--- src/rtl/bus_arbiter_pkg.sv ---
`default_nettype none
// ============================================================================
//  Module   : bus_arbiter_pkg
//  Purpose  : Shared master-count, owner encodings and active-low levels
//  Revision : 1.0
// ============================================================================
package bus_arbiter_pkg;

    localparam int BUS_MASTER_CH    = 4;
    localparam int BUS_MASTER_IDX_W = 2;

    typedef logic [BUS_MASTER_IDX_W-1:0] bus_owner_t;

    localparam bus_owner_t BUS_OWNER_MASTER_0 = 2'd0;
    localparam bus_owner_t BUS_OWNER_MASTER_1 = 2'd1;
    localparam bus_owner_t BUS_OWNER_MASTER_2 = 2'd2;
    localparam bus_owner_t BUS_OWNER_MASTER_3 = 2'd3;

    localparam logic ENABLE_  = 1'b0;
    localparam logic DISABLE_ = 1'b1;

    localparam logic [BUS_MASTER_CH-1:0] GRANT_RESET_ = 4'b1110;

    // Active-low one-cold grant vector for a given owner index.
    function automatic logic [BUS_MASTER_CH-1:0] owner_grant_(input bus_owner_t owner);
        logic [BUS_MASTER_CH-1:0] v;
        v        = {BUS_MASTER_CH{DISABLE_}};
        v[owner] = ENABLE_;
        return v;
    endfunction

endpackage
`default_nettype wire

--- src/rtl/bus_arbiter_rr_pick4.sv ---
`default_nettype none
// ============================================================================
//  Module   : bus_arbiter_rr_pick4
//  Purpose  : Round-robin search of the three masters after the current owner
//  Revision : 1.0
// ============================================================================
module bus_arbiter_rr_pick4
    import bus_arbiter_pkg::*;
(
    input  logic [1:0] i_owner,
    input  logic [3:0] i_req_,
    output logic [1:0] o_next,
    output logic       o_found
);

    logic [1:0] w_cand [3];
    logic [2:0] w_hit;

    // Candidate k sits k places after the owner; 2-bit add gives the mod-4 wrap.
    for (genvar k = 0; k < 3; k++) begin : g_cand
        assign w_cand[k] = i_owner + 2'(k + 1);
        assign w_hit[k]  = (i_req_[w_cand[k]] == ENABLE_);
    end

    always_comb begin
        o_next  = i_owner;
        o_found = 1'b0;
        if (w_hit[0]) begin
            o_next  = w_cand[0];
            o_found = 1'b1;
        end else if (w_hit[1]) begin
            o_next  = w_cand[1];
            o_found = 1'b1;
        end else if (w_hit[2]) begin
            o_next  = w_cand[2];
            o_found = 1'b1;
        end
    end

endmodule
`default_nettype wire

--- src/rtl/bus_arbiter.sv ---
`default_nettype none
// ============================================================================
//  Module   : bus_arbiter
//  Purpose  : Four-master round-robin bus arbiter with parking and hold limit
//  Revision : 1.0
// ============================================================================
module bus_arbiter
    import bus_arbiter_pkg::*;
#(
    parameter int HOLD_MAX = 16,
    parameter int CNT_W    = 5
)
(
    input  logic       clk,
    input  logic       reset,
    input  logic [3:0] m_req_,
    input  logic [3:0] m_as_,
    output logic [3:0] m_grnt_,
    output logic [1:0] bus_owner,
    output logic       owner_chg
);

    localparam logic [CNT_W-1:0] c_hold_max = CNT_W'(HOLD_MAX);

    bus_owner_t       r_owner;
    logic [3:0]       r_grnt_;
    logic [CNT_W-1:0] r_hold_cnt;
    logic             r_owner_chg;

    logic       w_own_req;
    logic       w_own_idle;
    logic       w_others_req;
    logic       w_at_limit;
    logic       w_cnt_sat;
    logic       w_force;
    logic       w_rel;
    logic       w_change;
    logic [1:0] w_next;
    logic       w_found;

    bus_arbiter_rr_pick4 u_pick (
        .i_owner (r_owner),
        .i_req_  (m_req_),
        .o_next  (w_next),
        .o_found (w_found)
    );

    assign w_own_req  = (m_req_[r_owner] == ENABLE_);
    assign w_own_idle = (m_as_[r_owner]  == DISABLE_);
    // r_grnt_ is high for every non-owner, so it masks the owner out of the request set.
    assign w_others_req = |((~m_req_) & r_grnt_);

    if (HOLD_MAX != 0) begin : g_limit_on
        assign w_at_limit = (r_hold_cnt >= c_hold_max);
        assign w_cnt_sat  = (r_hold_cnt == c_hold_max);
    end else begin : g_limit_off
        assign w_at_limit = 1'b0;
        assign w_cnt_sat  = 1'b1;
    end

    assign w_force  = w_at_limit & w_own_idle & w_others_req;
    assign w_rel    = ~w_own_req | w_force;
    assign w_change = w_rel & w_found;

    always_ff @(posedge clk or negedge reset) begin
        if (!reset) begin
            r_owner     <= BUS_OWNER_MASTER_0;
            r_grnt_     <= GRANT_RESET_;
            r_hold_cnt  <= '0;
            r_owner_chg <= 1'b0;
        end else if (w_change) begin
            r_owner     <= w_next;
            r_grnt_     <= owner_grant_(w_next);
            r_hold_cnt  <= '0;
            r_owner_chg <= 1'b1;
        end else begin
            r_owner_chg <= 1'b0;
            if (!w_own_req) begin
                r_hold_cnt <= '0;
            end else if (!w_cnt_sat) begin
                r_hold_cnt <= r_hold_cnt + 1'b1;
            end
        end
    end

    assign m_grnt_   = r_grnt_;
    assign bus_owner = r_owner;
    assign owner_chg = r_owner_chg;

endmodule
`default_nettype wire

--- config.mk ---
export PLATFORM = sky130hd
export DESIGN_NAME = bus_arbiter
export DESIGN_NICKNAME = d
export VERILOG_FILES = /design/src/rtl/bus_arbiter_pkg.sv /design/src/rtl/bus_arbiter_rr_pick4.sv /design/src/rtl/bus_arbiter.sv
export SDC_FILE = /design/constraint.sdc
export NUM_CORES = 1
export LEC_CHECK = 0
export BUFFER_PORTS_ARGS = -buffer_cell sky130_fd_sc_hd__buf_2
export CORE_MARGIN = 3
export CORE_UTILIZATION = 45
export DETAILED_ROUTE_END_ITERATION = 8
export GPL_TIMING_DRIVEN = 1
export PLACE_DENSITY_LB_ADDON = 0.12
export SLEW_MARGIN = 20
export SYNTH_ARGS = -nofsm -noshare
export SYNTH_HDL_FRONTEND = slang
export SYNTH_SLANG_ARGS = --single-unit
--- constraint.sdc ---
create_clock -name clk -period 2.2 [get_ports clk]
set_input_delay 0.11 -clock clk [delete_from_list [all_inputs] [get_ports clk]]
set_output_delay 0.11 -clock clk [all_outputs]
set_load 0.01 [all_outputs]
# Word level (Yosys, flattened, before mapping)
# Index checks and enable logic that the tools add are counted.
[word_totals]
input_bits = 10
output_inout_bits = 7
register_bits = 12
wordCells = 48
[classes]
reduce_logical = 2
bitwise = 7
addsub = 4
eq_ne = 2
muxes = 22
n_lt_le_gt_ge = 7
[ops]
columns = ["cell", "count"]
rows = [
  ["< comparator 2 x 3 -> 1 bit (second input constant)", 5],
  ["2-to-1 mux 5 bit", 3],
  ["binary-select mux 1 bit (select 2 bit)", 5],
  ["2-to-1 mux 1 bit", 10],
  ["inverter 4 bit", 2],
  ["2-to-1 mux 2 bit", 3],
  ["adder 5 x 1 -> 5 bit (second input constant)", 1],
  ["equality test 5 bit (second input constant)", 1],
  [">= comparator 5 bit (second input constant)", 1],
  ["adder 2 bit (second input constant)", 2],
  ["AND 4 bit", 1],
  ["OR reduction 4 bit", 1],
  ["AND 1 bit", 3],
  ["inequality test 3 x 1 -> 1 bit (second input constant)", 1],
  ["adder 2 x 1 -> 2 bit (second input constant)", 1],
  ["demux 1 bit (select 2 bit)", 1],
  [">= comparator 2 x 1 -> 1 bit (second input constant)", 1],
  ["logical AND 1 bit", 1],
  ["bitwise OR 1 bit", 1],
]

# Longest topological paths before layout
[depth]
word_depth = 11
depth_mapped = 6
ltp_nobuf = 6

# Cells and area by module
# A second synthesis with hierarchy kept.
[unflattened]
hier_cells = 75
area_unflattened_um2 = 778.2
[by_module_without_submodules]
columns = ["module", "n_inst", "area_per_inst_um2", "seq_area_each_um2", "cells_per_inst"]
rows = [
  ["bus_arbiter", 1, 655.6, 304.0, 54],
  ["bus_arbiter_rr_pick4", 1, 122.6, 0.0, 21],
]

# Worst setup path after synthesis
# No wires, ideal clock.
[synth_path]
kind = "reg-to-reg"
from = "reg r_owner[0], in the netlist bus_owner[0]"
to = "reg r_owner[0], in the netlist bus_owner[0]"
period_less_slack_ps = 1880
t_required_ps = 2075
setup_time_ps = 125
path_buffers = 1
stages_incl_launch_ff = 6
arrival_time_ps = 1755
path_slack_ps = 320
cell_sequence = "dfrtp_1 buf_6 mux4_2 and3_4 o21ai_4 mux2_2"
[synth_via]
elab_chain_cells = 7
elab_cells_between_ends = 23
classes_between = "add/sub: 3; mux: 16; bitwise: 4"
[synth_lines]
columns = ["element", "line", "rtl"]
rows = [
  ["start: declaration", "bus_arbiter.sv:25", "bus_owner_t r_owner;"],
  ["start signal: assignment", "bus_arbiter.sv:72", "r_owner <= w_next;"],
  ["adder 2 bit", "bus_arbiter_rr_pick4.sv:21", "assign w_cand[k] = i_owner + 2'(k + 1);"],
  ["binary-select mux 1 bit (select 2 bit)", "bus_arbiter_rr_pick4.sv:22", "assign w_hit[k] = (i_req_[w_cand[k]] == ENABLE_);"],
  ["2-to-1 mux 1 bit (not written as such)", "bus_arbiter_rr_pick4.sv:22", ""],
  ["2-to-1 mux 1 bit", "bus_arbiter_rr_pick4.sv:34", "end else if (w_hit[2]) begin"],
  ["2-to-1 mux 1 bit", "bus_arbiter_rr_pick4.sv:31", "end else if (w_hit[1]) begin"],
  ["2-to-1 mux 1 bit", "bus_arbiter_rr_pick4.sv:28", "if (w_hit[0]) begin"],
  ["AND 1 bit", "bus_arbiter.sv:63", "assign w_change = w_rel & w_found;"],
]
# Parallel ways exist; a longest one is shown, timed or not. The select of a mux whose other input is x is not followed.
# A chain may end at the register's enable or synchronous reset.

# Worst setup path in the final report
[layout_path]
from = "reg r_owner[1], in the netlist bus_owner[1]"
to = "reg r_owner[1], in the netlist bus_owner[1]"
# Same word-level chain as after synthesis.

==> results.tsv <==
metric	value	unit
globalplace.congestion	0.754	
slew_headroom	0.692	
min_period	1.94	ns
fin_setup_tns	0	ns
nNetsFinal	106	
grt_max_degree	13	
path_common_cell	mux2_2	
yosys_warnings	0	
rr_endpoint	bus_owner[1]	
fillerInstances	143	
powerDensity	1300	nW/um^2
cts_root_buffer	clkbuf_4	
place.detailed.hpwl	1160	um
cts_buffers	3	
tritoncts	done	
drc	0	
worst_pin_slew	0.458	ns
yosysSeqAreaShare	0.405	
final-setup-viol-count	0	
rsz0062_at_grt	no	
synthDistinctLibCells	27	
fin_worst_skew	0.00553	ns
portBuffers	16	
path_cells	mux2_2 > nand2_1 > o21ai_0 > o21ai_4 > mux2_2	
ir_drop	0.719	mV
syn_inst	73	
vias	590	
viasPerCell	5.41	
clk_latency	0.27	ns
fmax	514	MHz
path_depth	5	
synth_nets	85	
slew_violations	0	
status	complete, no violations	
crit_arrival	2.10	ns
synth.ff_latch_count	12	
cts.sinks	12	
crit_required	2.35	ns
finalWirelength	1410	um
r2r_start	bus_owner[1]	
wl_per_cell	12.9	um
finalCritPeriodShare	0.884	
dieArea	2190	sq um
drt_iter0_markers	14	
die_h	46.8	um
h-tree-depth	1	
grt_util_all_layers	0.151	
grt.overflow.total	0	
placed_area	842	sq um
leakage	0.418	nW
drive_gt1_frac	0.376	
antenna_found_initial	0	
pre_cts_slack	0.252	ns
worst_slack	0.255	ns
drtAntennaViolNets	0	
design.core.area	1540	sq um
io_pins	17	
clkTransAtPathRegs	0.07	ns
finalHoldViolations	0	
dp_cells	104	
reg2reg_slack	0.26	ns
firstDrtPassIters	3	
worst-path-buf-inv	0	
rows	14	
critPathTopFamily	multiplexers	
diodes	0	
critPathSlowestCell	dfrtp_1	
post_cts_buffers	0	
grt_pass1_vias	565	
die_w	46.8	um
stdcell_count	109	
clk_path_buf_depth	2	
start_util	0.487	
multi_input_area	404	sq um
crit_path_max_incr_delay	0.55	ns
register_area	304	sq um
holdCritPathClass	input port to asynchronous set/reset pin	
grt_pass1_wl	2450	um
areaGrowthSynthToFinish	18.3	%
final_area	888	sq um
netlist_area	751	sq um
drv_cap	0	
postSynthAreaPerCell	10.3	sq um
crit_type	register to register	
reg2regPathDepth	5	
crit_path_max_fanout	10	
cp-end-kind	register	
worstSetupStartpointType	register	
==> cells in the final DEF, fill, tap and decap left out <==
cell type	n
buf_2	16
dfrtp_1	9
inv_1	7
mux2_2	6
nand2_1	6
nand2b_1	5
nor2_1	5
mux2i_1	4
nand3_1	4
clkbuf_4	3
dfstp_2	3
o21ai_0	2
o2111ai_1	2
nor3_1	2
xnor2_1	2
xor2_1	2
ha_1	2
mux4_2	1
and3_4	1
and3_1	1
o32ai_1	1
a32oi_1	1
o21ai_4	1
a21o_2	1
a31oi_1	1
a21bo_2	1
o211ai_1	1
clkbuf_8	1
dlygate4sd3_1	1
buf_4	1
==> Yosys cell counts <==
master     instances  area share
mux2_2             6       0.090
ha_1               2       0.033
o32ai_1            1       0.012
mux4_2             1       0.030
mux2i_1            4       0.053
o21ai_4            1       0.022
a32oi_1            1       0.012
nand2_1            6       0.030
o2111ai_1          2       0.023
inv_1              7       0.035
xnor2_1            2       0.023
nand2b_1           5       0.042
o21ai_0            2       0.013
buf_2              1      0.0067
xor2_1             2       0.023
a21bo_2            1       0.013
nand3_1            4       0.027
dfrtp_1            9        0.30
o211ai_1           1       0.010
dfstp_2            3        0.11
and3_1             1      0.0083
buf_6              1       0.015
nor2_1             5       0.025
and3_4             1       0.015
a31oi_1            1      0.0083
nor3_1             2       0.013
a21o_2             1       0.012
==> power by group <==
group	leakage, nW	total [mW]	switching (mW)	internal, mW
clock network	0.0210	0.169	0.0688	0.100
registers	0.144	0.409	0.0841	0.325
logic	0.253	0.577	0.291	0.287
total	0.418	1.16	0.443	0.712
==> how the worst max path moves through the flow <==
stage                  from      endpoint  slack (ns)
6_report       bus_owner[1]  bus_owner[1]        0.26
5_1_grt        bus_owner[1]  bus_owner[1]        0.12
4_1_cts        bus_owner[1]  bus_owner[1]        0.24
3_5_place_dp   bus_owner[1]  bus_owner[1]        0.25
3_3_place_gp   bus_owner[1]  bus_owner[1]        0.31
2_1_floorplan  bus_owner[0]  bus_owner[0]        0.32
==> cell families after synthesis <==
| group | count (synthesis) | share of synthesized area |
|---|---|---|
| fa+ha+maj | 2 | 0.0333 |
| simple gates | 24 | 0.160 |
| xor+xnor | 4 | 0.0467 |
| flops | 12 | 0.405 |
| mux | 11 | 0.173 |
| buf+inv | 9 | 0.0567 |
| compound gates | 11 | 0.125 |
==> registers in the layout, indices dropped and copies added (netlist names) <==
| signal | count |
|---|---|
| r_hold_cnt | 5 |
| m_grnt_ | 4 |
| bus_owner | 2 |
| owner_chg | 1 |
==> layer usage <==
layer,up-vias,track usage,part of all wire
met5,-,0,0
met4,0,0.0331,0.0064
met3,2,0.0230,0.049
met2,13,0.238,0.46
met1,279,0.219,0.49
li1,296,-,-
==> timing repair <==
item	in CTS	in global routing
hold endpoints to repair	12	0
gates resized for setup	0	0
hold buffers	1	0
==> per-stage QoR <==
stage                     hold WS [ns]  power, mW  utilization
after floorplan                 -0.186      0.850            -
after global placement        -0.00311      0.984        0.546
after detailed placement       0.00292      0.993        0.546
after CTS                        0.249       1.17        0.576
after global routing             0.268       1.25        0.576
final                            0.238       1.16        0.576
==> worst reg2reg max path, cell delays in order, from the launching register on <==
cell and delay, ns:
dfrtp_1 0.55, mux2_2 0.40, nand2_1 0.06, o21ai_0 0.16, o21ai_4 0.30, mux2_2 0.37
==> final cells by class <==
class                   instances  area share
multi-input cells              52       0.455
flip-flops and latches         12       0.342
repair buffers                 18       0.110
clock buffers                   4      0.0408
inverters                       7      0.0296
well taps                      16      0.0225
(Power assumes the default switching activity.)
